## src/rtl/mult_scheduler_if.sv

```systemverilog
// Request/result bus between the effect-path requesters and the shared
// Q1.15 multiplier scheduler. Requesters pack their operands side by side,
// with requester i at bits [i*WIDTH +: WIDTH].
interface mult_scheduler_if #(
  parameter int WIDTH = 16,
  parameter int NREQ  = 3,
  parameter int IDW   = 2
);
  logic [NREQ-1:0]       req_valid;
  logic [NREQ*WIDTH-1:0] req_a;
  logic [NREQ*WIDTH-1:0] req_b;
  logic [NREQ-1:0]       req_ready;
  logic                  res_valid;
  logic [IDW-1:0]        res_id;
  logic [WIDTH-1:0]      res_data;

  // Requester side: offers operands, sees grants and tagged results.
  modport master (
    output req_valid, req_a, req_b,
    input  req_ready, res_valid, res_id, res_data
  );

  // Scheduler side.
  modport slave (
    input  req_valid, req_a, req_b,
    output req_ready, res_valid, res_id, res_data
  );
endinterface

```

## src/rtl/mult_scheduler.sv

```systemverilog
// Shared iterative shift-add Q1.(WIDTH-1) multiplier. Requests are
// arbitrated round-robin, the multiplier runs one bit per cycle on operand
// magnitudes, and the product is rounded half-up on magnitude, re-signed,
// saturated and returned tagged with the requester ID. A sticky overrun flag
// reports a sample tick arriving while work is still pending.
module mult_scheduler #(
  parameter int WIDTH = 16,
  parameter int NREQ  = 3,
  parameter int IDW   = 2
) (
  input  logic              clk,
  input  logic              rst_n,
  input  logic              sample_tick,
  input  logic              overrun_clr,
  mult_scheduler_if.slave   bus,
  output logic              busy,
  output logic              overrun
);

  localparam int CW = (WIDTH > 1) ? $clog2(WIDTH) : 1;
  localparam int PW = 2 * WIDTH;

  // Rounding bias of half an output LSB, and the two saturation limits
  // expressed on the (WIDTH+1)-bit rounded magnitude.
  localparam logic [PW-1:0]  ROUND_BIAS = PW'(1) << (WIDTH - 2);
  localparam logic [WIDTH:0] MAX_POS    = {2'b00, {(WIDTH-1){1'b1}}};
  localparam logic [WIDTH:0] MAX_NEG    = {2'b01, {(WIDTH-1){1'b0}}};

  typedef enum logic [1:0] {
    IDLE,
    MULT,
    FINISH
  } state_t;

  state_t state, state_next;

  logic [IDW-1:0]   rr_ptr;
  logic [IDW-1:0]   grant_id;
  logic [IDW-1:0]   cur_id;
  logic [NREQ-1:0]  grant_oh;
  logic             grant_found;
  logic             handshake;
  logic [WIDTH-1:0] in_a;
  logic [WIDTH-1:0] in_b;

  logic [WIDTH-1:0] mag_a;
  logic [WIDTH-1:0] mag_b;
  logic             sign;
  logic [CW-1:0]    bit_cnt;
  logic             last_bit;
  logic [PW-1:0]    acc;
  logic [PW-1:0]    addend;
  logic [PW-1:0]    acc_next;
  logic [WIDTH:0]   rounded_mag;
  logic [WIDTH:0]   neg_mag;
  logic [WIDTH-1:0] sat_value;

  logic             res_valid_q;
  logic [IDW-1:0]   res_id_q;
  logic [WIDTH-1:0] res_data_q;

  // Magnitude of a two's complement operand; the most negative value maps
  // to 2^(WIDTH-1), which still fits as an unsigned WIDTH-bit number.
  function automatic logic [WIDTH-1:0] abs_mag(input logic [WIDTH-1:0] v);
    return v[WIDTH-1] ? (~v + WIDTH'(1)) : v;
  endfunction

  // Round-robin search starting at rr_ptr; also muxes out the winner's operands.
  always_comb begin
    grant_oh    = '0;
    grant_id    = '0;
    grant_found = 1'b0;
    in_a        = '0;
    in_b        = '0;
    for (int k = 0; k < NREQ; k++) begin
      for (int j = 0; j < NREQ; j++) begin
        if (!grant_found && (j == (int'(rr_ptr) + k) % NREQ) && bus.req_valid[j]) begin
          grant_found = 1'b1;
          grant_oh[j] = 1'b1;
          grant_id    = IDW'(j);
          in_a        = bus.req_a[j*WIDTH +: WIDTH];
          in_b        = bus.req_b[j*WIDTH +: WIDTH];
        end
      end
    end
  end

  assign handshake = grant_found && (state == IDLE);
  assign last_bit  = (bit_cnt == CW'(WIDTH - 1));

  // Shift-add step plus the round/re-sign/saturate of the running product.
  always_comb begin
    addend      = mag_b[bit_cnt] ? ({{WIDTH{1'b0}}, mag_a} << bit_cnt) : '0;
    acc_next    = acc + addend;
    rounded_mag = (WIDTH+1)'((acc_next + ROUND_BIAS) >> (WIDTH - 1));
    neg_mag     = (WIDTH+1)'(0) - rounded_mag;
    sat_value   = '0;
    if (!sign) begin
      sat_value = (rounded_mag > MAX_POS) ? {1'b0, {(WIDTH-1){1'b1}}}
                                          : rounded_mag[WIDTH-1:0];
    end else begin
      sat_value = (rounded_mag > MAX_NEG) ? {1'b1, {(WIDTH-1){1'b0}}}
                                          : neg_mag[WIDTH-1:0];
    end
  end

  // State register; reset drops any in-flight operation.
  always_ff @(posedge clk or negedge rst_n) begin
    if (!rst_n) begin
      state <= IDLE;
    end else begin
      state <= state_next;
    end
  end

  // Next-state logic: one grant, WIDTH multiply cycles, one result cycle.
  always_comb begin
    state_next = state;
    case (state)
      IDLE:    if (handshake) state_next = MULT;
      MULT:    if (last_bit)  state_next = FINISH;
      FINISH:  state_next = IDLE;
      default: state_next = IDLE;
    endcase
  end

  // Grants are only offered while idle; busy covers MULT and FINISH.
  always_comb begin
    bus.req_ready = (state == IDLE) ? grant_oh : '0;
    busy          = (state != IDLE);
  end

  // Datapath: capture at the handshake, accumulate in MULT, and register the
  // finished result on the last bit so it is presented during FINISH.
  always_ff @(posedge clk or negedge rst_n) begin
    if (!rst_n) begin
      rr_ptr      <= '0;
      cur_id      <= '0;
      mag_a       <= '0;
      mag_b       <= '0;
      sign        <= 1'b0;
      bit_cnt     <= '0;
      acc         <= '0;
      res_valid_q <= 1'b0;
      res_id_q    <= '0;
      res_data_q  <= '0;
    end else begin
      res_valid_q <= 1'b0;
      case (state)
        IDLE: begin
          if (handshake) begin
            mag_a   <= abs_mag(in_a);
            mag_b   <= abs_mag(in_b);
            sign    <= in_a[WIDTH-1] ^ in_b[WIDTH-1];
            cur_id  <= grant_id;
            acc     <= '0;
            bit_cnt <= '0;
            rr_ptr  <= (grant_id == IDW'(NREQ - 1)) ? '0 : grant_id + IDW'(1);
          end
        end
        MULT: begin
          acc     <= acc_next;
          bit_cnt <= bit_cnt + CW'(1);
          if (last_bit) begin
            res_data_q  <= sat_value;
            res_id_q    <= cur_id;
            res_valid_q <= 1'b1;
          end
        end
        default: ;
      endcase
    end
  end

  assign bus.res_valid = res_valid_q;
  assign bus.res_id    = res_id_q;
  assign bus.res_data  = res_data_q;

  // Sticky deadline-miss flag; a new miss takes priority over a clear.
  always_ff @(posedge clk or negedge rst_n) begin
    if (!rst_n) begin
      overrun <= 1'b0;
    end else if (sample_tick && (busy || (|bus.req_valid))) begin
      overrun <= 1'b1;
    end else if (overrun_clr) begin
      overrun <= 1'b0;
    end
  end

endmodule

```

## src/flat_wrapper.sv

```systemverilog
// flat-port wrapper written by rule: the top's interface ports become plain ports
module mult_scheduler_flat 
#(
  parameter int WIDTH = 16,
  parameter int NREQ  = 3,
  parameter int IDW   = 2
)
  (clk, rst_n, sample_tick, overrun_clr, busy, overrun, bus_req_valid, bus_req_a, bus_req_b, bus_req_ready, bus_res_valid, bus_res_id, bus_res_data);
  mult_scheduler_if #(.WIDTH(WIDTH), .NREQ(NREQ), .IDW(IDW)) bus_i ();
  input  logic clk;
  input  logic rst_n;
  input  logic sample_tick;
  input  logic overrun_clr;
  output logic busy;
  output logic overrun;
  input wire logic [$bits(bus_i.req_valid)-1:0] bus_req_valid;
  input wire logic [$bits(bus_i.req_a)-1:0] bus_req_a;
  input wire logic [$bits(bus_i.req_b)-1:0] bus_req_b;
  output wire logic [$bits(bus_i.req_ready)-1:0] bus_req_ready;
  output wire logic [$bits(bus_i.res_valid)-1:0] bus_res_valid;
  output wire logic [$bits(bus_i.res_id)-1:0] bus_res_id;
  output wire logic [$bits(bus_i.res_data)-1:0] bus_res_data;
  assign bus_i.req_valid = bus_req_valid;
  assign bus_i.req_a = bus_req_a;
  assign bus_i.req_b = bus_req_b;
  assign bus_req_ready = bus_i.req_ready;
  assign bus_res_valid = bus_i.res_valid;
  assign bus_res_id = bus_i.res_id;
  assign bus_res_data = bus_i.res_data;
  mult_scheduler #(.WIDTH(WIDTH), .NREQ(NREQ), .IDW(IDW)) u_core (.clk(clk), .rst_n(rst_n), .sample_tick(sample_tick), .overrun_clr(overrun_clr), .bus(bus_i), .busy(busy), .overrun(overrun));
endmodule
```

## config.mk

```make
export PLATFORM = sky130hd
export DESIGN_NAME = mult_scheduler_flat
export DESIGN_NICKNAME = d
export VERILOG_FILES = /design/src/rtl/mult_scheduler_if.sv /design/src/rtl/mult_scheduler.sv /design/src/flat_wrapper.sv
export SDC_FILE = /design/constraint.sdc
export NUM_CORES = 1
export LEC_CHECK = 0
export CAP_MARGIN = 20
export CORE_MARGIN = 3
export CORE_UTILIZATION = 54
export CTS_CLUSTER_DIAMETER = 30
export DETAILED_ROUTE_END_ITERATION = 8
export GPL_TIMING_DRIVEN = 1
export PLACE_DENSITY = 0.78
export SLEW_MARGIN = 25
export SYNTH_ARGS = -nofsm -noshare
export SYNTH_HDL_FRONTEND = slang
export SYNTH_SLANG_ARGS = --single-unit
```

## constraint.sdc

```tcl
create_clock -name clk -period 8.85 [get_ports clk]
set_input_delay 1.3275 -clock clk [delete_from_list [all_inputs] [get_ports clk]]
set_output_delay 1.3275 -clock clk [all_outputs]
set_load 0.02 [all_outputs]
```

==> impl_metrics.ini, run 1 <==
[run_status]
status = complete, no violations

[sta]
fin_crit_ns = 7.415
final-setup-viol-count = 0
period_share_pct = 83.78
final_max_slew_viol_count = 0
max_clock_freq_ghz = 0.1349
layout_setup_ws_ns = 1.435
fin_skew_ns = 0.01472
slew_headroom_pct = 26.85
hold_viol = 0
tightest_slew_ns = 1.095
rsz0062_at_grt = false
fin_tns_setup_ns = 0

[route]
met1_length_um = 14550
drc = 0
wl_met3_um = 2100
avgRoutedWirePerCell_um = 19.11
vias = 10813
drt_iter0_drc = 954
highest_layer = met4
ant_nets = 0
wirelength_um = 32150
dr_wl_met2_um = 14740
via_per_inst = 6.429
drt_first_pass_iters = 5

[floorplan]
rows = 49
die_area_mm2 = 0.02032
core_area_mm2 = 0.01815
die_h_um = 142.5
ios = 127
die_x_um = 142.5
initial_core_util_pct = 55.48

[cts]
cts_setup_buffers = 0
clk_latency_ns = 0.36
cts.clk_slew.worst_paths_ns = 0.08
numCtsBuffers = 9
cts_tree = yes
hold_buffers = 0
cts_root_buf = clkbuf_16
cts_buffer_depth = 2
htreeDepth = 3
cts_resized = 0
cts_sinks = 95

[yosys]
ys_types = 88
synth-edff-count = 0
syn_nets = 1537
synth_xor_area_share_pct = 6.512
synth_area_per_cell_um2 = 7.223
synthAdderAreaFrac_pct = 5.045
synth-async-reset-ratio_pct = 100.0
synth_top_family_by_area = compound AO/OA/AOI/OAI gates
synth-simple-area-share_pct = 23.55
synth_mux_area_share_pct = 3.865
ys.flop_type = dfrtp_1
yosys_warnings = 0
netlist_instances = 1394
ys_ff_latch = 95
ys_seq_area_share_pct = 23.61
synth_compound_area_share_pct = 32.22
synth_area_mm2 = 0.01007

[grt]
gr-usage-all-layers_pct = 30.54
grt_max_degree = 75
grt_pass1_vias = 9785
antenna_found_initial = 0
grt_overflow = 0
grt_pass1_wl_um = 50670

[cells_and_area]
fin_util_pct = 64.29
drive_above_1_share_pct = 5.437
fin_area_mm2 = 0.01167
nNetsFinal = 1592
most-common-layout-cells = 174 x nand2_1, 151 x o21ai_0, 148 x nor2_1
diodes = 0
syn2layout_area_growth_pct = 15.88
final_common_cell = nand2_1

[worst_setup_path]
path_class = reg -> reg
crit_path_end_kind = flop
cp-start-kind = flop
cp_max_fo = 31
crit_required_ns = 9.11
cp.arrival_ns = 7.67

[job]
cap_violations = 0

[placement]
place_hpwl_um = 23960
globalplace.congestion = 0.9448
dpl_cell_area_mm2 = 0.01134
pre_cts_ws_ns = 1.354
io_buffers = 126

[min_path]
hold_class = reg -> reg
## state kept, by name, indices dropped and copies added (netlist names)
register and flops:
u_core.bit_cnt 4, u_core.mag_a 16, u_core.overrun 1, u_core.bus.res_id 2, u_core.bus.res_data 16, u_core.cur_id 2
u_core.acc 32, u_core.rr_ptr 2, u_core.sign 1, u_core.bus.res_valid 1, u_core.mag_b 16, u_core.state 2
## path summary, 6_finish.rpt
kind	from	end	slack [ns]	cells after the start
max	u_core.bit_cnt[2]	u_core.bus.res_data[6]	1.44	21
min	u_core.bus.res_data[8]	u_core.bus.res_data[8]	0.48	2
max reg2reg	u_core.bit_cnt[2]	u_core.bus.res_data[6]	1.44	21
min reg2reg	u_core.bus.res_data[8]	u_core.bus.res_data[8]	0.48	2
max in group asynchronous	rst_n	u_core.bit_cnt[3]	7.08	3
min in group asynchronous	rst_n	u_core.acc[12]	0.84	1
## critical path: stages (launching register included)
cell,delay (ns)
dfrtp_1,0.99
inv_1,0.45
o21bai_1,0.45
and2_1,0.53
a211oi_1,0.11
ha_1,0.48
nand2_1,0.11
nor2_1,0.14
a21boi_0,0.45
o21ai_0,0.23
a21oi_1,0.36
ha_1,0.37
inv_1,0.09
a2111oi_1,0.87
nand2_1,0.16
o311ai_1,0.34
o31ai_2,0.16
o2111a_2,0.21
nand2_2,0.09
o21ai_2,0.10
o21a_1,0.33
a32o_1,0.27
## cell usage after synthesis, drive strengths merged (6+ instances only)
library cell,n,area [um^2]
nand2,175,659.4
xor2,27,236.5
a22o,11,96.34
nand2b,7,43.79
buf,26,143.9
and2,15,93.84
o22a,14,122.6
nor4,8,80.08
nand3,61,305.3
mux2i,22,220.2
inv,28,105.1
clkbuf,73,274.0
o31a,6,52.55
a21boi,7,52.55
nand4,7,43.79
nor2,150,573.1
o21a,8,60.06
and3,13,82.58
o211ai,6,45.04
ha,39,488.0
o21ai,156,799.5
a21oi,139,695.7
o21bai,7,52.55
a31oi,34,212.7
xnor2,47,419.2
nor2b,11,68.82
a211oi,19,152.6
or3,10,72.57
dfrtp,95,2377
o22ai,21,131.4
a21o,18,135.1
nor3,26,130.1
o31ai,9,72.57
mux2,7,78.83
o221ai,14,122.6
## routing by layer
metal	GRT usage (%)	vias up
met3	5.242	55
met4	8.504	0
li1	-	5223
met1	43.38	5100
met2	48.07	435
met5	0	-
## area by class of cell
type	instances	area, um^2
Clock buffer	9	225.2
Clock inverter	6	51.30
Fill cell	1636	6480
Inverter	28	105.1
Multi-Input combinational cell	1172	7207
Sequential cell	95	2379
Tap cell	229	286.5
Timing Repair Buffer	143	1414
## kinds of logic after synthesis
kind of cell / after synthesis
flops: 95
buf+inv: 127
fa+ha+maj: 40
compound gates: 515
mux: 33
xor+xnor: 74
simple gates: 510
## stage by stage
step           hold WS [ns]  instances
3_3_place_gp         0.4500       1665
4_1_cts              0.4837       1680
3_5_place_dp         0.4640       1665
2_1_floorplan        0.4340       1394
6_report             0.4802       1682
5_1_grt              0.5053       1682
Power of run 1 is not shown: default switching activity piles up to over one toggle a cycle in this logic, so the estimate is an artifact.
==> run 2, diff against run 1 <==
- CORE_UTILIZATION: 54 -> 52
- PLACE_DENSITY: 0.78 -> 0.79
- clock period: 8.85 -> 6.5 ns (I/O delays scaled with it)
==> impl_metrics.ini, run 2 (synthesis results as in run 1) <==
[run_status]
status = complete, no violations

[worst_setup_path]
cp-start-kind = flop
cp_max_fo = 24
max_stage_delay_ns = 0.47
crit_path_end_kind = flop
reg2reg_slack_ns = 0.41
cp.arrival_ns = 6.35
path_class = reg -> reg
crit_chain = buf_6 -> inv_1 -> a31oi_1 -> nor2_1 -> a21oi_1 -> nor2b_1 -> a211oi_1 -> ha_1 -> buf_4 -> o21ai_0 -> o2111ai_1 -> a211oi_1 -> nand3_1 -> a31oi_1 -> xnor2_1 -> nand3_1 -> nor4_4 -> a41o_2 -> o21ai_4 -> buf_4 -> or3_1 -> a32o_1
crit_required_ns = 6.76
crit_slowest_cell = dfrtp_2

[cts]
numCtsBuffers = 9
clk_latency_ns = 0.36
cts_tree = yes
cts_root_buf = clkbuf_16
cts.clk_slew.worst_paths_ns = 0.09
cts_buffer_depth = 2
hold_buffers = 0
htreeDepth = 3
cts_sinks = 95

[sta]
tightest_slew_ns = 1.062
rsz0062_at_grt = false
period_share_pct = 93.66
fin_skew_ns = 0.01476
hold_viol = 0
fin_tns_setup_ns = 0
fin_crit_ns = 6.088
final-setup-viol-count = 0
final_max_slew_viol_count = 0
slew_headroom_pct = 28.91
max_clock_freq_ghz = 0.1643

[grt]
grt_pass1_vias = 10245
grt_pass1_wl_um = 51740
gr-usage-all-layers_pct = 29.12
grt_max_degree = 100
grt_overflow = 0
antenna_found_initial = 0

[route]
drt_first_pass_iters = 5
drc = 0
vias = 10980
drt_iter0_drc = 1172
ant_nets = 0
avgRoutedWirePerCell_um = 18.50
via_per_inst = 6.343
wirelength_um = 32020

[cells_and_area]
final_common_cell = nand2_1
largest_reg_flops = 32
drive_above_1_share_pct = 7.002
max_flop_register = u_core.acc
most-common-layout-cells = 174 x nand2_1, 151 x o21ai_0, 148 x nor2_1
nNetsFinal = 1609
syn2layout_area_growth_pct = 17.97
diodes = 0

[floorplan]
rows = 50
die_h_um = 145.2
die_area_mm2 = 0.02107
core_area_mm2 = 0.01889
initial_core_util_pct = 53.29
ios = 127
die_x_um = 145.2

[min_path]
hold_class = reg -> reg

[job]
cap_violations = 0

[placement]
io_buffers = 126
place_hpwl_um = 23960
globalplace.congestion = 0.9701
## run 2: cell count changes in the layout (fill, tap and decap cells not counted), sizes merged
| cell | before | now |
|---|---|---|
| buf | 18 | 35 |
| inv | 32 | 31 |
| clkinv | 2 | 4 |
## run 2: path summary, 6_finish.rpt
kind	cells past startpoint	from	endpoint
worst max-delay path	22	u_core.bit_cnt[0]	u_core.bus.res_data[13]
worst min register to register	2	u_core.mag_b[12]	u_core.mag_b[12]
max in group asynchronous	2	rst_n	u_core.bit_cnt[0]
worst max register to register	22	u_core.bit_cnt[0]	u_core.bus.res_data[13]
min in group asynchronous	1	rst_n	u_core.acc[1]
worst min-delay path	2	u_core.mag_b[12]	u_core.mag_b[12]
## run 2: cell type report
class                      count  area (um^2)
clock buffer                   9        225.2
clock inverter                 7        86.33
fill                        1713         7015
inverter                      28        105.1
multi-input combinational   1172         7232
sequential                    95         2379
tap                          260        325.3
timing repair buffer         160         1525
## run 2: through the flow
stage / instances / setup slack, ns / hold slack [ns] / utilization (%) / cell area (um^2)
finish: 1731 / 0.4122 / 0.4854 / 62.87 / 11880
CTS: 1730 / 0.1495 / 0.4858 / 62.60 / 11830
detailed placement: 1714 / 0.02892 / 0.4699 / 60.94 / 11510
floorplan: 1394 / 0.1525 / 0.4340 / - / 10070
global placement: 1714 / 0.1771 / 0.4585 / 60.94 / 11510
global route: 1731 / 0.07452 / 0.5099 / 62.87 / 11880
## run 2: timing repair
action / 4_1_cts / 5_1_grt
endpoints found under the setup margin: 3 / 16
setup buffers: 0 / 1
resized for setup: 1 / 12
pin swaps: 0 / 2
## run 2: routing by layer
metal / vias to the layer above / part of all wire (%) / GRT usage, %
met5: - / 0 / 0
met4: 0 / 1.6 / 6.363
met3: 45 / 8.0 / 5.247
met1: 5163 / 45 / 41.59
li1: 5256 / - / -
met2: 516 / 45 / 46.31
## run 2: worst max-delay path: cells and delay by family, from the launching register on
kind,cells,cell delay (ns)
compound gates,10,2.60
xor+xnor,1,0.29
fa+ha+maj,1,0.34
buf+inv,4,0.83
flops,1,0.47
simple gates,6,1.44
Power of run 2 is left out for the same reason.
==> run 3, diff against run 2 <==
--- a/config.mk
+++ b/config.mk
@@ -7,5 +7,4 @@
 export LEC_CHECK = 0
 export CAP_MARGIN = 20
-export CORE_MARGIN = 3
 export CORE_UTILIZATION = 52
 export CTS_CLUSTER_DIAMETER = 30
==> constraint.sdc (replaced) <==
create_clock -name clk -period 6.5 [get_ports clk]
set_input_delay 0.975 -clock clk [delete_from_list [all_inputs] [get_ports clk]]
set_output_delay 0.975 -clock clk [all_outputs]
set_load 0.05 [all_outputs]
==> impl_metrics.ini, run 3 (synthesis results as in run 1) <==
[worst_setup_path]
crit_required_ns = 6.78
cp_max_fo = 28
cp-start-kind = flop
cp.arrival_ns = 6.57
crit_path_end_kind = flop
path_class = reg -> reg

[min_path]
hold_class = reg -> reg

[floorplan]
rows = 50
ios = 127
die_h_um = 141.2
initial_core_util_pct = 53.47
core_area_mm2 = 0.01883
die_x_um = 141.2
die_area_mm2 = 0.01992

[route]
drt_iter0_drc = 1064
ant_nets = 0
via_per_inst = 6.322
drt_first_pass_iters = 5
avgRoutedWirePerCell_um = 17.97
wirelength_um = 31210
drc = 0
vias = 10982

[placement]
io_buffers = 126
globalplace.congestion = 0.9838
place_hpwl_um = 23300
place_inst = 1715

[cells_and_area]
final_cell_count_no_fill = 1737
nNetsFinal = 1615
diodes = 0
final_common_cell = nand2_1
fin_util_pct = 63.18
syn2layout_area_growth_pct = 18.17
largest_reg_flops = 32
most-common-layout-cells = 174 x nand2_1, 152 x o21ai_0, 148 x nor2_1
max_flop_register = u_core.acc
drive_above_1_share_pct = 7.244

[cts]
cts.clk_slew.worst_paths_ns = 0.07
hold_buffers = 0
cts_tree = yes
clk_latency_ns = 0.37
htreeDepth = 3
cts_root_buf = clkbuf_16
numCtsBuffers = 9
cts_buffer_depth = 2
cts_sinks = 95

[sta]
fin_crit_ns = 6.290
hold_slack_ns = 0.4775
fin_tns_setup_ns = 0
fin_skew_ns = 0.01335
slew_headroom_pct = 34.67
max_clock_freq_ghz = 0.1590
final_max_slew_viol_count = 0
final-setup-viol-count = 0
hold_viol = 0
period_share_pct = 96.77
tightest_slew_ns = 0.9779

[grt]
grt_pass1_vias = 10008
antenna_found_initial = 0
grt_pass1_wl_um = 50740
grt_max_degree = 100
gr-usage-all-layers_pct = 31.44
grt_overflow = 0

[run_status]
status = complete, no violations

[job]
cap_violations = 0
[run 3: cell types whose count changed in the layout (fill, tap and decap cells not counted), sizes merged]
cell / delta
clkinv: -2
clkbuf: +2
buf: +6
[run 3: stage by stage]
step	cell area (um^2)	setup slack, ns
2_1_floorplan	10070	0.1525
3_3_place_gp	11520	0.3194
3_5_place_dp	11520	0.2539
4_1_cts	11820	0.2066
5_1_grt	11900	-0.004866
6_report	11900	0.2102
[run 3: cell type report]
cell class	instances	area (um^2)
well taps	260	325.3
multi-input cells	1172	7233
clock inverters	5	51.30
fillers	1677	6933
inverters	28	105.1
repair buffers	166	1563
clock buffers	11	242.7
flip-flops and latches	95	2377
[run 3: worst paths after layout]
path | cells past startpoint | end | start | slack, ns
setup reg to reg | 23 | u_core.bus.res_data[2] | u_core.bit_cnt[1] | 0.21
hold reg to reg | 2 | u_core.mag_b[2] | u_core.mag_b[2] | 0.48
setup / recovery | 23 | u_core.bus.res_data[2] | u_core.bit_cnt[1] | 0.21
hold / removal | 2 | u_core.mag_b[2] | u_core.mag_b[2] | 0.48
min in group asynchronous | 1 | u_core.acc[4] | rst_n | 0.52
max in group asynchronous | 2 | u_core.mag_b[1] | rst_n | 4.76
[run 3: critical path: stages (launching register included)]
cell and delay, ns:
dfrtp_1 0.45, buf_6 0.27, mux2_2 0.38, o21ai_0 0.26, nor2_1 0.07, a31oi_1 0.29, mux2i_1 0.12, nor2b_1 0.16
ha_1 0.42, nand4_1 0.19, or3_4 0.42, nor3_1 0.21, o21ai_0 0.16, and2_1 0.20, ha_1 0.31, xnor2_1 0.28
ha_1 0.29, nand4b_1 0.17, nor4_1 0.25, o21ai_0 0.17, a2111oi_1 0.54, a31o_1 0.27, o21ai_0 0.11, a31oi_1 0.22
[run 3: metal layers]
layer / track usage, % / up-vias / wire length [um]
met3: 5.401 / 55 / 2379
met1: 41.86 / 5128 / 13670
met2: 52.19 / 537 / 14510
met4: 8.982 / 0 / 653
li1: - / 5262 / -
met5: 0 / - / 0
[run 3: what timing repair did]
item / in CTS / in global routing
resized for setup: 0 / 10
setup buffers: 0 / 6
hold endpoints to repair: 0 / 0
setup endpoints to repair: 0 / 14
Power of run 3 is left out for the same reason.
